--- src/rtl/note_envelope_if.sv ---
// +----------------------------------------------------------------------------+
// | note_envelope_if                                                           |
// | Bus bundle between the divider/sample sources, note_envelope, note_gen and |
// | speaker_control.                                                           |
// | Rev 1.0                                                                    |
// +----------------------------------------------------------------------------+
`default_nettype none

interface note_envelope_if;
  logic               en;
  logic        [21:0] note_div_left_in;
  logic        [21:0] note_div_right_in;
  logic signed [15:0] audio_in_left;
  logic signed [15:0] audio_in_right;
  logic        [21:0] note_div_left_out;
  logic        [21:0] note_div_right_out;
  logic signed [15:0] audio_out_left;
  logic signed [15:0] audio_out_right;
  logic         [7:0] env_level;
  logic               busy;

  modport master (
    output en, note_div_left_in, note_div_right_in, audio_in_left, audio_in_right,
    input  note_div_left_out, note_div_right_out, audio_out_left, audio_out_right,
    input  env_level, busy
  );

  modport slave (
    input  en, note_div_left_in, note_div_right_in, audio_in_left, audio_in_right,
    output note_div_left_out, note_div_right_out, audio_out_left, audio_out_right,
    output env_level, busy
  );
endinterface

`default_nettype wire

--- src/rtl/note_envelope.sv ---
// +----------------------------------------------------------------------------+
// | note_envelope                                                              |
// | Attack/sustain/release gain envelope with divider hold for the tone path.  |
// | Optional: NOTE_ENVELOPE_EXP_RELEASE_EN selects an exponential release.     |
// | Rev 1.0                                                                    |
// +----------------------------------------------------------------------------+
`default_nettype none

module note_envelope #(
  parameter int TICK_DIV    = 50000,
  parameter int ATK_STEP    = 16,
  parameter int REL_STEP    = 4,
  parameter int SILENCE_DIV = 1
) (
  input  logic             clk,
  input  logic             rst,
  note_envelope_if.slave   bus
);

  localparam int          CNT_W     = (TICK_DIV > 1) ? $clog2(TICK_DIV) : 1;
  localparam logic [21:0] c_silence = 22'(SILENCE_DIV);

  typedef enum logic [1:0] {
    S_IDLE    = 2'd0,
    S_ATTACK  = 2'd1,
    S_SUSTAIN = 2'd2,
    S_RELEASE = 2'd3
  } state_t;

  state_t             r_state;
  logic         [7:0] r_gain;
  logic               r_busy;
  logic [CNT_W-1:0]   r_tick_cnt;
  logic        [21:0] r_prev_l;
  logic        [21:0] r_prev_r;
  logic        [21:0] r_div_l;
  logic        [21:0] r_div_r;
  logic signed [15:0] r_audio_l;
  logic signed [15:0] r_audio_r;

  logic               w_tick;
  logic               w_sounding;
  logic               w_onset;
  logic         [8:0] w_atk_sum;
  logic         [7:0] w_gain_up;
  logic         [7:0] w_gain_dn;
  logic signed [23:0] w_prod_l;
  logic signed [23:0] w_prod_r;

  assign w_tick     = (r_tick_cnt == CNT_W'(TICK_DIV - 1));
  assign w_sounding = bus.en && ((bus.note_div_left_in  != c_silence) ||
                                 (bus.note_div_right_in != c_silence));
  assign w_onset    = w_sounding && ((bus.note_div_left_in  != r_prev_l) ||
                                     (bus.note_div_right_in != r_prev_r));

  assign w_atk_sum  = {1'b0, r_gain} + 9'(ATK_STEP);
  assign w_gain_up  = (w_atk_sum > 9'd255) ? 8'd255 : w_atk_sum[7:0];

`ifdef NOTE_ENVELOPE_EXP_RELEASE_EN
  logic [7:0] w_decay;
  // Decay proportional to G, plus one so the tail always reaches zero.
  assign w_decay    = {3'b000, r_gain[7:3]} + 8'd1;
  assign w_gain_dn  = (r_gain >= w_decay) ? (r_gain - w_decay) : 8'd0;
`else
  assign w_gain_dn  = (r_gain >= 8'(REL_STEP)) ? (r_gain - 8'(REL_STEP)) : 8'd0;
`endif

  // Sign-extended sample times zero-extended gain; the product fits 24 bits signed.
  assign w_prod_l   = $signed({{8{bus.audio_in_left[15]}},  bus.audio_in_left})  *
                      $signed({16'd0, r_gain});
  assign w_prod_r   = $signed({{8{bus.audio_in_right[15]}}, bus.audio_in_right}) *
                      $signed({16'd0, r_gain});

  always_ff @(posedge clk) begin
    if (!rst) begin
      r_state    <= S_IDLE;
      r_gain     <= 8'd0;
      r_busy     <= 1'b0;
      r_tick_cnt <= '0;
      r_prev_l   <= c_silence;
      r_prev_r   <= c_silence;
      r_div_l    <= c_silence;
      r_div_r    <= c_silence;
      r_audio_l  <= 16'sd0;
      r_audio_r  <= 16'sd0;
    end else begin
      r_prev_l   <= bus.note_div_left_in;
      r_prev_r   <= bus.note_div_right_in;
      r_tick_cnt <= w_tick ? '0 : (r_tick_cnt + CNT_W'(1));
      r_audio_l  <= 16'(w_prod_l >>> 8);
      r_audio_r  <= 16'(w_prod_r >>> 8);

      if (w_sounding) begin
        r_div_l <= bus.note_div_left_in;
        r_div_r <= bus.note_div_right_in;
      end

      // Any state change consumes the edge: G only steps when the state is kept.
      case (r_state)
        S_IDLE: begin
          r_gain <= 8'd0;
          if (w_onset) begin
            r_state <= S_ATTACK;
            r_busy  <= 1'b1;
          end
        end
        S_ATTACK: begin
          if (w_onset) begin
            r_state <= S_ATTACK;
          end else if (!w_sounding) begin
            r_state <= S_RELEASE;
          end else if (r_gain == 8'd255) begin
            r_state <= S_SUSTAIN;
          end else if (w_tick) begin
            r_gain <= w_gain_up;
          end
        end
        S_SUSTAIN: begin
          if (w_onset) begin
            r_state <= S_ATTACK;
          end else if (!w_sounding) begin
            r_state <= S_RELEASE;
          end
        end
        S_RELEASE: begin
          if (w_onset) begin
            r_state <= S_ATTACK;
          end else if (r_gain == 8'd0) begin
            r_state <= S_IDLE;
            r_busy  <= 1'b0;
            if (!w_sounding) begin
              r_div_l <= c_silence;
              r_div_r <= c_silence;
            end
          end else if (w_tick) begin
            r_gain <= w_gain_dn;
          end
        end
        default: begin
          r_state <= S_IDLE;
          r_busy  <= 1'b0;
          r_gain  <= 8'd0;
        end
      endcase
    end
  end

  assign bus.note_div_left_out  = r_div_l;
  assign bus.note_div_right_out = r_div_r;
  assign bus.audio_out_left     = r_audio_l;
  assign bus.audio_out_right    = r_audio_r;
  assign bus.env_level          = r_gain;
  assign bus.busy               = r_busy;

endmodule

`default_nettype wire

--- src/flat_wrapper.sv ---
// flat-port wrapper written by rule: the top's interface ports become plain ports
module note_envelope_flat 
#(
  parameter int TICK_DIV    = 50000,
  parameter int ATK_STEP    = 16,
  parameter int REL_STEP    = 4,
  parameter int SILENCE_DIV = 1
)
  (clk, rst, bus_en, bus_note_div_left_in, bus_note_div_right_in, bus_audio_in_left, bus_audio_in_right, bus_note_div_left_out, bus_note_div_right_out, bus_audio_out_left, bus_audio_out_right, bus_env_level, bus_busy);
  note_envelope_if bus_i ();
  input  logic clk;
  input  logic rst;
  input wire logic [$bits(bus_i.en)-1:0] bus_en;
  input wire logic [$bits(bus_i.note_div_left_in)-1:0] bus_note_div_left_in;
  input wire logic [$bits(bus_i.note_div_right_in)-1:0] bus_note_div_right_in;
  input wire logic [$bits(bus_i.audio_in_left)-1:0] bus_audio_in_left;
  input wire logic [$bits(bus_i.audio_in_right)-1:0] bus_audio_in_right;
  output wire logic [$bits(bus_i.note_div_left_out)-1:0] bus_note_div_left_out;
  output wire logic [$bits(bus_i.note_div_right_out)-1:0] bus_note_div_right_out;
  output wire logic [$bits(bus_i.audio_out_left)-1:0] bus_audio_out_left;
  output wire logic [$bits(bus_i.audio_out_right)-1:0] bus_audio_out_right;
  output wire logic [$bits(bus_i.env_level)-1:0] bus_env_level;
  output wire logic [$bits(bus_i.busy)-1:0] bus_busy;
  assign bus_i.en = bus_en;
  assign bus_i.note_div_left_in = bus_note_div_left_in;
  assign bus_i.note_div_right_in = bus_note_div_right_in;
  assign bus_i.audio_in_left = bus_audio_in_left;
  assign bus_i.audio_in_right = bus_audio_in_right;
  assign bus_note_div_left_out = bus_i.note_div_left_out;
  assign bus_note_div_right_out = bus_i.note_div_right_out;
  assign bus_audio_out_left = bus_i.audio_out_left;
  assign bus_audio_out_right = bus_i.audio_out_right;
  assign bus_env_level = bus_i.env_level;
  assign bus_busy = bus_i.busy;
  note_envelope #(.TICK_DIV(TICK_DIV), .ATK_STEP(ATK_STEP), .REL_STEP(REL_STEP), .SILENCE_DIV(SILENCE_DIV)) u_core (.clk(clk), .rst(rst), .bus(bus_i));
endmodule
--- config.mk ---
export PLATFORM = sky130hd
export DESIGN_NAME = note_envelope_flat
export DESIGN_NICKNAME = d
export VERILOG_FILES = /design/src/rtl/note_envelope_if.sv /design/src/rtl/note_envelope.sv /design/src/flat_wrapper.sv
export SDC_FILE = /design/constraint.sdc
export NUM_CORES = 1
export LEC_CHECK = 0
export CORE_ASPECT_RATIO = 1.75
export CORE_MARGIN = 5
export CORE_UTILIZATION = 70
export CTS_CLUSTER_SIZE = 16
export DETAILED_ROUTE_END_ITERATION = 8
export DONT_BUFFER_PORTS = 1
export GPL_TIMING_DRIVEN = 0
export PLACE_DENSITY_LB_ADDON = 0.25
export SETUP_SLACK_MARGIN = 0.2
export SLEW_MARGIN = 10
export SYNTH_ARGS = -nofsm -noshare
export SYNTH_HDL_FRONTEND = slang
export SYNTH_SLANG_ARGS = --single-unit
--- constraint.sdc ---
create_clock -name clk -period 11 [get_ports clk]
set_clock_uncertainty 0.2 [all_clocks]
set_input_delay 1.1 -clock clk [delete_from_list [all_inputs] [get_ports clk]]
set_output_delay 1.1 -clock clk [all_outputs]
set_load 0.005 [all_outputs]
==> results_dict.tcl <==
set metrics [dict create \
    grt_pass1_vias 11800 \
    holdCritPathClass "register to register" \
    cp-end-kind "register" \
    async_flop_share_pct 0 \
    whs_ps 286 \
    final_util_pct 75.1 \
    dr.pass1.iters 7 \
    syn_nets 1932 \
    num_vias 10800 \
    grt_pass1_wl_um 56200 \
    fin_crit_sh_pct 60.9 \
    synth-seq-cells 146 \
    ys_seq_area_share_pct 21.2 \
    synth_edf_count 0 \
    boundaryPins 164 \
    diodes 0 \
    path_cells "buf_2 > clkbuf_1 > clkbuf_1 > nand2_1 > fa_1 > inv_1 > fa_1 > fa_1 > inv_1 > fa_1 > inv_1 > ha_1 > a21o_1 > a31o_1 > a31oi_4 > o2111ai_2 > and3_4 > or3_4 > o31ai_4 > mux2_1" \
    die-height_um 196 \
    path_clk_slew_ps 60 \
    area_growth_pct 6.44 \
    netlist_area_sq_mm 0.0138 \
    fmax_mhz 149 \
    root_buffer "clkbuf_16" \
    vdd_drop_max_mv 0.125 \
    die_w_um 116 \
    overflow 0 \
    clkSinkCount 146 \
    netlist_instances 1567 \
    antenna_found_initial 0 \
    avgSynthCellArea_sq_um 8.81 \
    cts_buffer_depth 2 \
    synth_area_leaders "fa_1 (28%), dfxtp_1 (21%), ha_1 (8.5%)" \
    slew_viol_final 0 \
    worstMarginPinSlew_ps 980 \
    cp.arrival_ps 6800 \
    rows 68 \
    num-nets-final 1951 \
    crit_path_frequent_cell "fa_1" \
    ctsResizeCount 0 \
    place.port_buffers 0 \
    route.detailed.drc 0 \
    tns_ps 0 \
    finalSetupViolCount 0 \
    rsz0062_at_grt "no" \
    holdBufCountCts 0 \
    hpwl_um 28500 \
    power_density_mw_per_mm2 105 \
    cts_buffers 17 \
    die_area_sq_mm 0.0227 \
    path_max_fanout 10 \
    cp_slowest_cell "fa_1" \
    wl_per_cell_um 18.8 \
    hold_viol 0 \
    htreeDepth 4 \
    synth.largest_area_cell "fa_1" \
    path_class "register to register" \
    initial_core_util_pct 70.5 \
    gp_congestion 0.953 \
    required_ps 11110 \
    leakage_uw 0.00720 \
    cts_tree "yes" \
    cap_viol_max_count 0 \
    status "finished clean" \
    layout_min_cycle_time_ps 6700 \
    wirelength_um 34600 \
    cts_setup_buffers 0 \
    grt_max_degree 17 \
    drt_iter0_drc 598 \
    worst_setup_path_start_kind "register" \
    ys_warn_count 0 \
    post_drt_via_cell_ratio 5.83 \
    maxSlewHeadroom_pct 34.7 \
    drive_gt1_share_pct 2.94 \
    max_stage_delay_ps 570 \
    synth-main-ff-cell "dfxtp_1" \
    clkLatencyLatePin_ps 430 \
    synth_cell_type_count 61 \
    ant_nets 0 \
    grt_usage_pct 31.9 \
    synth_top_area_share_pct 27.8 \
    core_sq_mm 0.0196 \
]
[sequential cells by signal, summed over array words and instances (netlist names)]
signal and cells:
u_core.bus.env_level 7, u_core.r_prev_l 22, u_core.bus.audio_out_left 16, u_core.bus.busy 1
u_core.r_prev_r 22, u_core.bus.note_div_right_out 22, u_core.bus.audio_out_right 16, u_core.bus.note_div_left_out 22
u_core.r_state 2, u_core.r_tick_cnt 16
[final cells by class]
cell class,count,area [sq um]
buffer,61,238
clock buffer,18,439
clock inverter,14,144
fill,1456,4870
inverter,287,1080
multi-input combinational,1073,9570
sequential,146,2920
tap,245,307
[final timing paths]
kind / from / end / slack [ps] / cells after the start
hold / removal: u_core.r_tick_cnt[0] / u_core.r_tick_cnt[0] / 290 / 1
setup / recovery: u_core.bus.env_level[0] / u_core.bus.audio_out_left[15] / 4300 / 20
setup reg to reg: u_core.bus.env_level[0] / u_core.bus.audio_out_left[15] / 4300 / 20
hold reg to reg: u_core.r_tick_cnt[0] / u_core.r_tick_cnt[0] / 290 / 1
[kinds of logic (layout without fill, tap and decap cells)]
logic type | after synthesis | after routing | synth area share (%)
compound gates | 133 | 133 | 6.08
xor+xnor | 98 | 98 | 6.22
fa+ha+maj | 288 | 288 | 36.5
buf+inv | 348 | 380 | 9.53
flops | 146 | 146 | 21.2
mux | 2 | 2 | 0.163
simple gates | 552 | 552 | 20.3
[cells in the mapped netlist (6+ instances only)]
| cell | instances |
|---|---|
| dfxtp_1 | 146 |
| inv_1 | 286 |
| nand2_1 | 180 |
| ha_1 | 94 |
| a21o_1 | 6 |
| xor2_1 | 21 |
| o21ai_0 | 13 |
| nor3_1 | 17 |
| and2_1 | 158 |
| fa_1 | 192 |
| clkbuf_1 | 56 |
| nand3_1 | 61 |
| nand4_1 | 20 |
| nor2_1 | 56 |
| nand2b_1 | 7 |
| a21oi_1 | 70 |
| nor2b_1 | 7 |
| and3_1 | 15 |
| nor4_1 | 11 |
| xnor2_1 | 77 |
[metrics by stage]
step / instance area, sq um / total power [uW] / cells / setup WS [ps]
floorplan: 13800 / 877 / 1567 / 5230
global placement: 14100 / 959 / 1812 / 4410
detailed placement: 14100 / 974 / 1812 / 4380
CTS: 14700 / 1550 / 1844 / 4320
global route: 14700 / 1630 / 1844 / 3970
finish: 14700 / 1550 / 1844 / 4300
[power breakdown]
group / switching [uW] / internal (uW) / total (uW) / leakage [uW]
logic: 221 / 152 / 373 / 0.00572
clock network: 259 / 325 / 584 / 0.000280
registers: 24.5 / 568 / 592 / 0.00120
total: 505 / 1040 / 1550 / 0.00720
[layout by cell type (no fill, tap or decap), types with 4 or more instances in the layout]
| master | instances |
|---|---|
| and3_1 | 15 |
| a211oi_1 | 5 |
| clkbuf_16 | 17 |
| a21oi_1 | 70 |
| nand4_1 | 20 |
| a21o_1 | 6 |
| nor4_1 | 11 |
| nor2_1 | 56 |
| o21ai_1 | 4 |
| nand3_1 | 61 |
| nand2_1 | 180 |
| o31ai_1 | 4 |
| nor3b_1 | 5 |
| fa_1 | 192 |
| o21ai_0 | 13 |
| inv_1 | 286 |
| inv_6 | 5 |
| dfxtp_1 | 146 |
| xnor2_1 | 77 |
| xor2_1 | 21 |
| clkbuf_1 | 56 |
| nor2b_1 | 7 |
| nor3_1 | 17 |
| and2_1 | 158 |
| a31oi_1 | 5 |
| buf_2 | 4 |
| ha_1 | 94 |
| nand2b_1 | 7 |
[layer usage]
metal / up-vias / global-route usage (%) / part of all wire, %
met5: - / 0 / 0
met4: 0 / 22.3 / 7.8
met3: 159 / 9.10 / 8.3
met2: 437 / 59.0 / 54
met1: 5266 / 28.4 / 30
li1: 4893 / - / -
[worst max-delay path, delay by kind of cell, from the launching register on]
family / cells / cell delay [ps]
compound gates: 5 / 1130
buf+inv: 6 / 1260
fa+ha+maj: 5 / 2400
flops: 1 / 400
mux: 1 / 380
simple gates: 3 / 800
Power figures use the tool's default switching activity.
